==> src/rtl/gate_tester.sv <==
// Exhaustive two-input gate tester.
// Drives the four input vectors (0,0), (0,1), (1,0), (1,1) onto a/b in that order.
// After each vector it waits SETTLE cycles, then compares the response y with the
// truth table selected by func. It reports per-vector mismatches and a pass flag.
//
// Ports:
//   clk      - clock; all state updates on the rising edge
//   rst_n    - asynchronous active-low reset
//   start    - begin a test sequence (sampled only while idle)
//   func     - expected function, latched on start:
//              0 AND, 1 OR, 2 NAND, 3 NOR, 4 XOR, 5 XNOR, 6 BUF(a), 7 NOT(a)
//   a, b     - stimulus to the gate under test (a = idx[1], b = idx[0])
//   y        - response from the gate under test
//   busy     - high whenever a sequence is running
//   done     - one-cycle pulse when a sequence completes
//   pass     - last sequence had zero mismatches
//   err_cnt  - mismatch count of the last sequence (0..4)
//   fail_vec - bit i set when vector i mismatched
module gate_tester #(
  parameter int unsigned SETTLE = 2
) (
  input  logic       clk,
  input  logic       rst_n,
  input  logic       start,
  input  logic [2:0] func,
  output logic       a,
  output logic       b,
  input  logic       y,
  output logic       busy,
  output logic       done,
  output logic       pass,
  output logic [2:0] err_cnt,
  output logic [3:0] fail_vec
);

  typedef enum logic [2:0] {
    StIdle,
    StApply,
    StWait,
    StCheck,
    StDone
  } state_e;

  localparam logic [3:0] SettleInit = 4'(SETTLE - 1);

  state_e     state_q;
  logic [1:0] idx_q;
  logic [3:0] cnt_q;
  logic [2:0] func_q;
  logic       pass_q;
  logic [2:0] err_cnt_q;
  logic [3:0] fail_vec_q;

  function automatic logic expected_y(input logic [2:0] f, input logic ai, input logic bi);
    logic r;
    case (f)
      3'd0:    r = ai & bi;
      3'd1:    r = ai | bi;
      3'd2:    r = ~(ai & bi);
      3'd3:    r = ~(ai | bi);
      3'd4:    r = ai ^ bi;
      3'd5:    r = ~(ai ^ bi);
      3'd6:    r = ai;
      default: r = ~ai;
    endcase
    return r;
  endfunction

  always_ff @(posedge clk or negedge rst_n) begin
    if (!rst_n) begin
      state_q    <= StIdle;
      idx_q      <= 2'd0;
      cnt_q      <= 4'd0;
      func_q     <= 3'd0;
      pass_q     <= 1'b0;
      err_cnt_q  <= 3'd0;
      fail_vec_q <= 4'd0;
    end else begin
      case (state_q)
        StIdle: begin
          if (start) begin
            func_q     <= func;
            idx_q      <= 2'd0;
            err_cnt_q  <= 3'd0;
            fail_vec_q <= 4'd0;
            pass_q     <= 1'b0;
            state_q    <= StApply;
          end
        end
        StApply: begin
          cnt_q   <= SettleInit;
          state_q <= StWait;
        end
        StWait: begin
          if (cnt_q == 4'd0) begin
            state_q <= StCheck;
          end else begin
            cnt_q <= cnt_q - 4'd1;
          end
        end
        StCheck: begin
          // At most four checks per sequence, so err_cnt cannot pass 4.
          if (y != expected_y(func_q, idx_q[1], idx_q[0])) begin
            err_cnt_q         <= err_cnt_q + 3'd1;
            fail_vec_q[idx_q] <= 1'b1;
          end
          if (idx_q == 2'd3) begin
            state_q <= StDone;
          end else begin
            idx_q   <= idx_q + 2'd1;
            state_q <= StApply;
          end
        end
        StDone: begin
          // err_cnt already includes the final CHECK update here.
          pass_q  <= (err_cnt_q == 3'd0);
          idx_q   <= 2'd0;
          state_q <= StIdle;
        end
        default: state_q <= StIdle;
      endcase
    end
  end

  assign a        = idx_q[1];
  assign b        = idx_q[0];
  assign busy     = (state_q != StIdle);
  assign done     = (state_q == StDone);
  assign pass     = pass_q;
  assign err_cnt  = err_cnt_q;
  assign fail_vec = fail_vec_q;

endmodule

==> config.mk <==
export PLATFORM = sky130hd
export DESIGN_NAME = gate_tester
export DESIGN_NICKNAME = d
export VERILOG_FILES = /design/src/rtl/gate_tester.sv
export SDC_FILE = /design/constraint.sdc
export NUM_CORES = 1
export LEC_CHECK = 0
export ABC_AREA = 1
export CORE_MARGIN = 2
export CORE_UTILIZATION = 30
export CTS_BUF_LIST = sky130_fd_sc_hd__clkbuf_4 sky130_fd_sc_hd__clkbuf_8 sky130_fd_sc_hd__clkbuf_16
export DETAILED_ROUTE_END_ITERATION = 10
export GPL_TIMING_DRIVEN = 0
export PLACE_DENSITY = 0.55
export SYNTH_ARGS = -nofsm -noshare
export SYNTH_HDL_FRONTEND = slang
export SYNTH_SLANG_ARGS = --single-unit
export TNS_END_PERCENT = 50
==> constraint.sdc <==
create_clock -name clk -period 1.91 [get_ports clk]
set_clock_uncertainty 0.05 [all_clocks]
set_input_delay 0.4775 -clock clk [delete_from_list [all_inputs] [get_ports clk]]
set_output_delay 0.4775 -clock clk [all_outputs]
set_load 0.01 [all_outputs]
==> results.yml <==
outcome:
  outcome: "finished clean"
global_route:
  overflow: 0
  grt_pass1_wl_mm: 4.17
  first_global_vias: 953
  grt_max_degree: 21
  antenna_found_initial: 0
  track_usage: 0.126
cts:
  cts-root-buf: "clkbuf_8"
  ctsHoldBuffers: 0
  cts_buffer_depth: 2
  clk_pin_slew_worst_paths_ns: 0.08
  h-tree-depth: 1
  cts_made_buffers: 3
  insertion_delay_ns: 0.25
  cts_tree: "built"
  clock_sinks: 20
detailed_routing:
  num_vias: 997
  drt_iter0_markers: 30
  drt-total-wl_mm: 2.42
  route.detailed.drc: 0
  dr.pass1.iters: 4
  ant_nets: 0
  wl_per_cell_um: 11.4
  viasPerCell: 4.70
logic_synthesis:
  synthesis.nets: 155
  syn_area_per_cell_um2: 8.08
  synth_seq_cells: 20
  synth_area_mm2: 0.00113
  syn_inst: 140
  yosysWarnings: 0
  ys_seq_area_frac: 0.442
  synthDistinctLibCells: 22
placement:
  dp_cells: 206
  placed_area_mm2: 0.00137
  gp_congestion: 0.920
  dpl.hpwl_mm: 1.85
  port-buffer-count: 18
  post-place-ws_ns: 0.0187
critical_path:
  critical_path_peak_fanout: 4
  startpoint: "state_q[0]"
  max_stage_delay_ns: 0.40
  crit_arrival_ns: 1.31
  required_ns: 1.38
  startpoint_type: "flop"
  cp_slowest_cell: "dfrtp_1"
  r2r_start: "idx_q[0]"
  rrSetupSlack_ns: 0.12
  end_kind: "primary output"
  critPathBufInv: 1
  cp_cell_sequence: "or2_4 -> nor2_2 -> dlygate4sd2_1"
  path_delay_family: "flip-flops"
  criticalPathCategory: "reg2out"
power:
  power_mw: 2.16
  p_leak_nw: 0.706
  powerDensity_mw_per_mm2: 1480
  vdd_drop_max_mv: 0.561
finish:
  final_layout_size_suffix_gt1_frac: 0.140
  final_cells: 212
  nFillCells: 384
  final_cell_area_mm2: 0.00146
  area_growth_pct: 28.9
  finalNetCount: 180
  finish.utilization: 0.401
  antenna_cells: 0
run:
  maxCapViolCount: 0
die:
  dieArea_mm2: 0.00428
  core_area_mm2: 0.00363
  fp-row-count: 22
  pin_count: 19
  die_y_um: 65.4
  start_util: 0.311
  fp.dieW_um: 65.4
min_path:
  min-delay-start: "fail_vec[1]"
  hp-class: "reg2reg"
sta:
  fin_ws_ns: 0.0675
  timing.fmax_mhz: 543
  fin_crit_sh: 0.965
  fin_crit_ns: 1.84
  setup_viol: 0
  tightest_slew_ns: 0.936
  finalHoldViolations: 0
  fin_tns_setup_ns: 0
  relSlewSlack: 0.374
  slew_violations: 0
  hold_ws_ns: 0.459
## sequential cells by signal, indices dropped and copies added, names as in the netlist
| signal | cells |
|---|---|
| err_cnt | 3 |
| func_q | 3 |
| cnt_q | 4 |
| state_q | 3 |
| pass | 1 |
| idx_q | 2 |
| fail_vec | 4 |
## metal layers
layer	routed length [um]	global-route usage	vias to the layer above
li1	-	-	503
met4	33	0.0313	0
met2	1230	0.230	19
met3	93	0.0394	4
met5	0	0	-
met1	1070	0.143	471
## where the power goes
group / internal (mW) / switching (mW)
Combinational: 0.449 / 0.710
Sequential: 0.568 / 0.108
Clock: 0.183 / 0.143
Total: 1.20 / 0.961
## placed cells by master (no fill, tap or decap), drive strengths merged
cell,netlist,final
nand2,36,36
inv,21,21
dfrtp,20,20
clkdlybuf4s50,0,16
nand3,15,15
nor2,14,14
o21ai,11,11
ha,8,8
clkbuf,0,5
a21oi,4,4
o22ai,3,3
nand4,2,2
nor3,2,2
buf,0,2
or2,1,1
a31oi,1,1
nor3b,1,1
xor2,1,1
dlygate4sd2,0,1
## layout make-up
class	instances	area, um2	area share
Sequential cell	20	503	0.345
Inverter	21	78.8	0.0541
Multi-Input combinational cell	99	572	0.392
Timing Repair Buffer	20	189	0.130
Tap cell	48	60.1	0.0412
Clock buffer	4	55.1	0.0378
## repair_timing
item | CTS | global route
pin swaps | 0 | 0
hold endpoints to repair | 0 | 0
resized for setup | 3 | 8
setup buffers | 0 | 2
endpoints found under the setup margin | 2 | 9
## final timing paths
path	end	cells past startpoint
setup reg to reg	fail_vec[3]	12
hold / removal	fail_vec[1]	2
min in group asynchronous	fail_vec[2]	1
max in group asynchronous	idx_q[1]	1
setup / recovery	done	3
hold reg to reg	fail_vec[1]	2
## worst register-to-register path: stages (launching register included)
cell	delay (ns)
dfrtp_2	0.42
inv_1	0.08
ha_1	0.30
inv_1	0.09
nand2_1	0.06
nand3_1	0.11
nand3_2	0.10
nand2_1	0.08
nand2_1	0.10
nand3_4	0.11
nand2_4	0.08
nand2_1	0.07
nand2_1	0.05
## Yosys cell counts
library cell / number / area share
a21oi_1: 4 / 0.018
a31oi_1: 1 / 0.0055
dfrtp_1: 20 / 0.44
ha_1: 8 / 0.088
inv_1: 18 / 0.060
inv_2: 3 / 0.010
nand2_1: 35 / 0.12
nand2_4: 1 / 0.010
nand3_1: 14 / 0.062
nand3_2: 1 / 0.0088
nand4_1: 2 / 0.011
nor2_1: 11 / 0.037
nor2_2: 1 / 0.0055
nor2_4: 2 / 0.020
nor3_1: 2 / 0.0088
nor3b_1: 1 / 0.0066
o21ai_0: 9 / 0.040
o21ai_1: 1 / 0.0044
o21ai_4: 1 / 0.014
o22ai_1: 3 / 0.017
or2_4: 1 / 0.0077
xor2_1: 1 / 0.0077
## logic make-up (layout without fill, tap and decap cells)
family                   after synthesis  count (layout)  synth area share
XOR/XNOR                               1               1           0.00774
flip-flops                            20              20             0.442
AND/OR/NAND/NOR                       71              71             0.293
adder cells (fa/ha/maj)                8               8            0.0885
AO/OA/AOI/OAI                         19              19            0.0985
buffers and inverters                 21              45            0.0697
(Power assumes the default switching activity.)
